--- src/rtl/fifo_3way_pkg.sv ---
// Shared types and helpers for the 3-way FIFO write/read side logic.
package fifo_3way_pkg;

  localparam int BYTE_W = 8;
  localparam int LANES  = 3;

  typedef logic [LANES-1:0] lane_vec_t;

  typedef enum logic [1:0] {EMPTY, HOLD, ISSUE} pack_state_t;

  // Thermometer code of a lane count 0..3 (lane 0 fills first).
  function automatic lane_vec_t thermo(input logic [1:0] n);
    case (n)
      2'd0:    return 3'b000;
      2'd1:    return 3'b001;
      2'd2:    return 3'b011;
      default: return 3'b111;
    endcase
  endfunction

endpackage

--- src/rtl/lane_accept_count.sv ---
// Leading-ones count of (valid & able): how many lanes, from lane 0 upward,
// were actually taken. A gap stops the count.
module lane_accept_count
  import fifo_3way_pkg::*;
(
  input  logic [LANES-1:0] valid_i,
  input  logic [LANES-1:0] able_i,
  output logic [1:0]       accepted_o
);

  logic [LANES-1:0] taken;

  assign taken = valid_i & able_i;

  always_comb begin
    accepted_o = 2'd0;
    if (taken[0]) begin
      accepted_o = 2'd1;
      if (taken[1]) begin
        accepted_o = 2'd2;
        if (taken[2]) accepted_o = 2'd3;
      end
    end
  end

endmodule

--- src/rtl/fifo_3way_packer.sv ---
// Serial-to-3-lane packer: stages bytes in a circular store and offers up to
// three oldest bytes per cycle, holding partial groups for a bounded time.
module fifo_3way_packer
  import fifo_3way_pkg::*;
#(
  parameter int DEPTH       = 6,
  parameter int HOLD_CYCLES = 4
)
(
  input  logic                       clk,
  input  logic                       reset_n,
  input  logic [BYTE_W-1:0]          in_data,
  input  logic                       in_valid,
  output logic                       in_ready,
  input  logic                       flush,
  output logic [BYTE_W-1:0]          data_in_0,
  output logic [BYTE_W-1:0]          data_in_1,
  output logic [BYTE_W-1:0]          data_in_2,
  output logic [LANES-1:0]           valid_in,
  input  logic [LANES-1:0]           able_in,
  output logic [$clog2(DEPTH+1)-1:0] count
);

  localparam int CW = $clog2(DEPTH + 1);
  localparam int PW = $clog2(DEPTH);
  localparam int AW = (HOLD_CYCLES > 0) ? $clog2(HOLD_CYCLES + 1) : 1;
  localparam logic [AW-1:0] HOLD_V = AW'(HOLD_CYCLES);

  logic [BYTE_W-1:0] mem_q [DEPTH];
  logic [PW-1:0]     head_q, head_d, tail_q, tail_d;
  logic [CW-1:0]     count_q, count_d;
  logic [AW-1:0]     age_q, age_d;
  logic              flushPend_q, flushPend_d;
  pack_state_t       state_q, state_d;

  logic              push;
  logic [1:0]        accepted;
  logic [1:0]        groupSize;
  lane_vec_t         laneValid;
  logic [BYTE_W-1:0] laneData [LANES];

  // Pointer advance with explicit wrap so DEPTH need not be a power of two.
  function automatic logic [PW-1:0] wrapAdd(input logic [PW-1:0] ptr, input logic [1:0] inc);
    logic [PW:0] sum;
    sum = {1'b0, ptr} + {{(PW-1){1'b0}}, inc};
    if (sum >= (PW+1)'(DEPTH)) sum = sum - (PW+1)'(DEPTH);
    return sum[PW-1:0];
  endfunction

  assign in_ready  = (count_q < CW'(DEPTH));
  assign push      = in_valid & in_ready;
  assign groupSize = (count_q >= CW'(3)) ? 2'd3 : count_q[1:0];
  assign laneValid = (state_q == ISSUE) ? thermo(groupSize) : '0;
  assign valid_in  = laneValid;
  assign count     = count_q;

  lane_accept_count uAccept (
    .valid_i    (laneValid),
    .able_i     (able_in),
    .accepted_o (accepted)
  );

  always_comb begin
    for (int i = 0; i < LANES; i++) begin
      laneData[i] = laneValid[i] ? mem_q[wrapAdd(head_q, 2'(i))] : '0;
    end
  end

  assign data_in_0 = laneData[0];
  assign data_in_1 = laneData[1];
  assign data_in_2 = laneData[2];

  // Next state is computed from the next-cycle count/age/flush so the
  // registered state always matches the registered counters.
  always_comb begin
    head_d      = wrapAdd(head_q, accepted);
    tail_d      = push ? wrapAdd(tail_q, 2'd1) : tail_q;
    count_d     = count_q + CW'(push) - CW'(accepted);
    flushPend_d = flushPend_q | (flush & (count_q != '0));
    if (count_d == '0) flushPend_d = 1'b0;

    age_d = age_q;
    if (count_d == '0 || accepted != 2'd0) age_d = '0;
    else if (count_q != '0 && age_q < HOLD_V) age_d = age_q + AW'(1);

    state_d = HOLD;
    if (count_d == '0) state_d = EMPTY;
    else if (count_d >= CW'(3) || age_d >= HOLD_V || flushPend_d) state_d = ISSUE;
  end

  always_ff @(posedge clk or negedge reset_n) begin
    if (!reset_n) begin
      head_q      <= '0;
      tail_q      <= '0;
      count_q     <= '0;
      age_q       <= '0;
      flushPend_q <= 1'b0;
      state_q     <= EMPTY;
    end else begin
      head_q      <= head_d;
      tail_q      <= tail_d;
      count_q     <= count_d;
      age_q       <= age_d;
      flushPend_q <= flushPend_d;
      state_q     <= state_d;
    end
  end

  always_ff @(posedge clk) begin
    if (push) mem_q[tail_q] <= in_data;
  end

endmodule

--- config.mk ---
export PLATFORM = sky130hd
export DESIGN_NAME = fifo_3way_packer
export DESIGN_NICKNAME = d
export VERILOG_FILES = /design/src/rtl/fifo_3way_pkg.sv /design/src/rtl/lane_accept_count.sv /design/src/rtl/fifo_3way_packer.sv
export SDC_FILE = /design/constraint.sdc
export NUM_CORES = 1
export LEC_CHECK = 0
export CORE_ASPECT_RATIO = 1.25
export CORE_MARGIN = 5
export CORE_UTILIZATION = 50
export DETAILED_ROUTE_END_ITERATION = 8
export PLACE_DENSITY = 0.73
export SETUP_SLACK_MARGIN = 0.05
export SLEW_MARGIN = 30
export SYNTH_ARGS = -nofsm -noshare
export SYNTH_HDL_FRONTEND = slang
export SYNTH_SLANG_ARGS = --single-unit
--- constraint.sdc ---
create_clock -name clk -period 5.5 [get_ports clk]
set_clock_uncertainty 0.05 [all_clocks]
set_input_delay 1.1 -clock clk [delete_from_list [all_inputs] [get_ports clk]]
set_output_delay 1.1 -clock clk [all_outputs]
set_load 0.01 [all_outputs]
==> flow_summary_export.csv <==
group,metric,value,unit
power,power_leakage,1.67,nW
power,power.internal,1.83,mW
routing,drt_iter0_drc,477,
flow_run,max_cap_viol_count,0,
power,seqPwrFrac,0.225,
power,power.total,3.31,mW
critical_path,crit_type,"reg2out",
outcome,outcome,"completed",
timing,fin_tns_setup,0,ns
critical_path,reg2reg_from,"count[1]",
timing,period_minus_slack,4.71,ns
floorplanning,start_util,0.516,
timing,maxSlewHeadroom,0.362,
cells_and_area,layout.nets,410,
critical_path,start_kind,"register",
timing,tightest_slew,0.954,ns
timing,holdWs,0.449,ns
critical_path,cp_slowest_stage_delay,0.63,ns
cells_and_area,fin_util,0.608,
global_routing,grt_pass1_wl,15700,um
yosys,ys_ff_latch,63,
cts,clock_path_buffers,2,
yosys,ys_top_cells_by_area,"edfxtp_1, dfrtp_1, mux4_2, ha_1, mux2_2",
routing,dr.pass1.iters,5,
power,p_switching,1.48,mW
cells_and_area,drive_above_1_share,0.145,
critical_path,critical-path-top-delay-family,"buffers and inverters",
timing,rsz0062_at_grt,"false",
power,pwr-share-clk,0.104,
floorplanning,die_w,88.4,um
critical_path,r2r_slack,2.20,ns
placement,port_buffers,45,
yosys,syn-num-nets,364,
floorplanning,ios,46,
floorplanning,row_count,35,
routing,wl_met2,4920,um
critical_path,rr_worst_depth,12,
cells_and_area,layout.cells.non_filler,478,
yosys,synth_edf_count,48,
cts,clkTransAtPathRegs,0.06,ns
routing,routed_wl,9750,um
cells_and_area,nFillCells,633,
yosys,ys_warn_count,0,
floorplanning,core,7440,um^2
routing,vias_per_cell,6.32,
yosys,synth_ff_type,"edfxtp_1",
global_routing,first_global_vias,2981,
power,powerDensity,732,nW/um^2
worst_hold_path,min_from,"flushPend_q",
power,ir_worst_vdd,0.446,mV
critical_path,critical_path_cell_count,7,
critical_path,cp_cell_sequence,"inv_1 -> ha_1 -> and2_4 -> a31oi_2 -> and2_2 -> a2111oi_1 -> clkdlybuf4s50_1",
routing,drcViolationCount,0,
timing,maxSlewViolCount,0,
cells_and_area,diodes,0,
cells_and_area,area_delta_synth_final,17.8,%
cells_and_area,fin_area,4530,um^2
worst_hold_path,hold-path-cell-count,2,
yosys,yosysTopAreaCellShare,0.375,
placement,place_area,4360,um^2
critical_path,cp-startpoint,"head_q[1]",
timing,setup_viol,0,
timing,finalCritPeriodShare,0.856,
critical_path,cp.buffers_inverters,2,
worst_hold_path,hp-class,"reg2reg",
critical_path,cp_max_fo,10,
cts,tritoncts,"yes",
placement,place_congestion,0.877,
global_routing,antenna_found_initial,0,
cts,ctsHoldBuffers,0,
floorplanning,die_h,108,um
routing,wire_per_inst,20.4,um
floorplanning,die_area,9550,um^2
routing,drt-met1-wl,3980,um
yosys,async_flop_share,0.238,
cts,cts_max_level,3,
global_routing,overflow,0,
timing,fmax,212,MHz
yosys,syn_area,3840,um^2
critical_path,slowest_stage,"clkdlybuf4s50_1",
global_routing,grt_start_max_net_pins,26,
placement,dp.cells,462,
yosys,syn_inst,335,
power,switching_share,0.447,
critical_path,worstPathArrival,3.56,ns
cts,clkSinkCount,63,
placement,preCtsSetupSlack,1.16,ns
critical_path,crit_path_end_kind,"primary output",
cts,cts_setup_buffers,0,
cts,clkLatencyLatePin,0.33,ns
yosys,yosysTopAreaCell,"edfxtp_1",
timing,hold_violations,0,
routing,top_layer_used,"met4",
routing,num_vias,3021,
yosys,avgSynthCellArea,11.5,um^2
placement,dp_hpwl,7110,um
routing,route.met3.wl,606,um
power,p_comb_frac,0.671,
cts,cts_root_buf,"clkbuf_8",
global_routing,track_usage,0.220,
cts,cts_buffers,9,
critical_path,worstPathRequired,4.35,ns
critical_path,r2r_end,"age_q[1]",
yosys,seq_area_frac_synth,0.473,
routing,postRouteAntennaNets,0,
timing,setup_slack,0.791,ns
cts,post_cts_resized,0,
worst_hold_path,whs_endpoint,"flushPend_q",
yosys,netlist-cell-type-count,60,
[worst max path at each step]
stage,end,slack [ns]
floorplan,data_in_1[6],1.67
global placement,data_in_1[0],1.24
detailed placement,data_in_1[4],1.16
CTS,data_in_1[4],0.78
global route,data_in_1[7],0.56
finish,data_in_1[4],0.79
[registers in the layout, summed over array words and instances (netlist names)]
name / count
mem_q: 48
age_q: 3
count: 3
head_q: 3
tail_q: 3
state_q: 2
flushPend_q: 1
[kinds of logic (layout without fill, tap and decap cells)]
kind of cell,count (synthesis),after routing,synth area share
buffers and inverters,32,83,0.0443
muxes,32,32,0.113
AOI/OAI and AO/OA,83,83,0.168
DFF,63,63,0.473
adders and majority gates,15,15,0.0521
xor gates and xnor gates,10,10,0.0247
and+or+nand+nor,100,100,0.125
[placed cells by master, fill, tap and decap left out, types with 9 or more instances in the layout]
master	n
edfxtp_1	48
clkdlybuf4s50_1	45
nand2_1	29
nor2_1	20
nand3_1	18
o21ai_0	15
dfrtp_1	15
inv_1	13
a21oi_1	13
mux2_2	12
mux2i_1	12
ha_1	12
clkbuf_8	10
a211oi_1	9
[cell usage after synthesis (2+ instances only)]
cell and n:
edfxtp_1 48, nand2_1 29, nor2_1 20, nand3_1 18, dfrtp_1 15, o21ai_0 15
a21oi_1 13, inv_1 13, ha_1 12, mux2_2 12, mux2i_1 12, clkbuf_1 10
a211oi_1 9, a221oi_1 8, mux4_2 8, nor2b_1 7, nor3_1 7, a2111oi_1 6
a311o_1 6, a32o_1 6, xnor2_1 6, and3_1 4, a21o_1 3, xor2_1 3
a2111oi_2 2, and2_1 2, buf_6 2, fa_1 2, nor4_1 2, o21ai_1 2
o2bb2ai_1 2, or2_2 2, or3_1 2
[layer usage]
| metal | track usage | vias up |
|---|---|---|
| met5 | 0 | - |
| met4 | 0.0907 | 0 |
| met3 | 0.0313 | 24 |
| met2 | 0.352 | 130 |
| met1 | 0.299 | 1480 |
| li1 | - | 1387 |
[cell type report]
cell class | instances | area [um^2] | share of cell area
Inverter | 14 | 52.6 | 0.0116
Multi-Input combinational cell | 240 | 1860 | 0.412
Sequential cell | 63 | 1820 | 0.401
Clock buffer | 12 | 145 | 0.0321
Timing Repair Buffer | 53 | 510 | 0.113
Clock inverter | 4 | 23.8 | 0.00525
Tap cell | 92 | 115 | 0.0254
[power groups by stage]
| stage | logic, mW | clock network [mW] | registers, mW |
|---|---|---|---|
| 2_1_floorplan | 1.47 | 0 | 0.697 |
| 3_3_place_gp | 2.17 | 0 | 0.745 |
| 3_5_place_dp | 2.21 | 0 | 0.749 |
| 4_1_cts | 2.22 | 0.353 | 0.740 |
| 5_1_grt | 2.41 | 0.370 | 0.759 |
| 6_report | 2.22 | 0.345 | 0.744 |
[worst min-delay path, delay by kind of cell (launching register included)]
family	cells	cell delay, ns
DFF	1	0.33
and+or+nand+nor	1	0.08
AOI/OAI and AO/OA	1	0.05
Power figures use the tool's default switching activity.
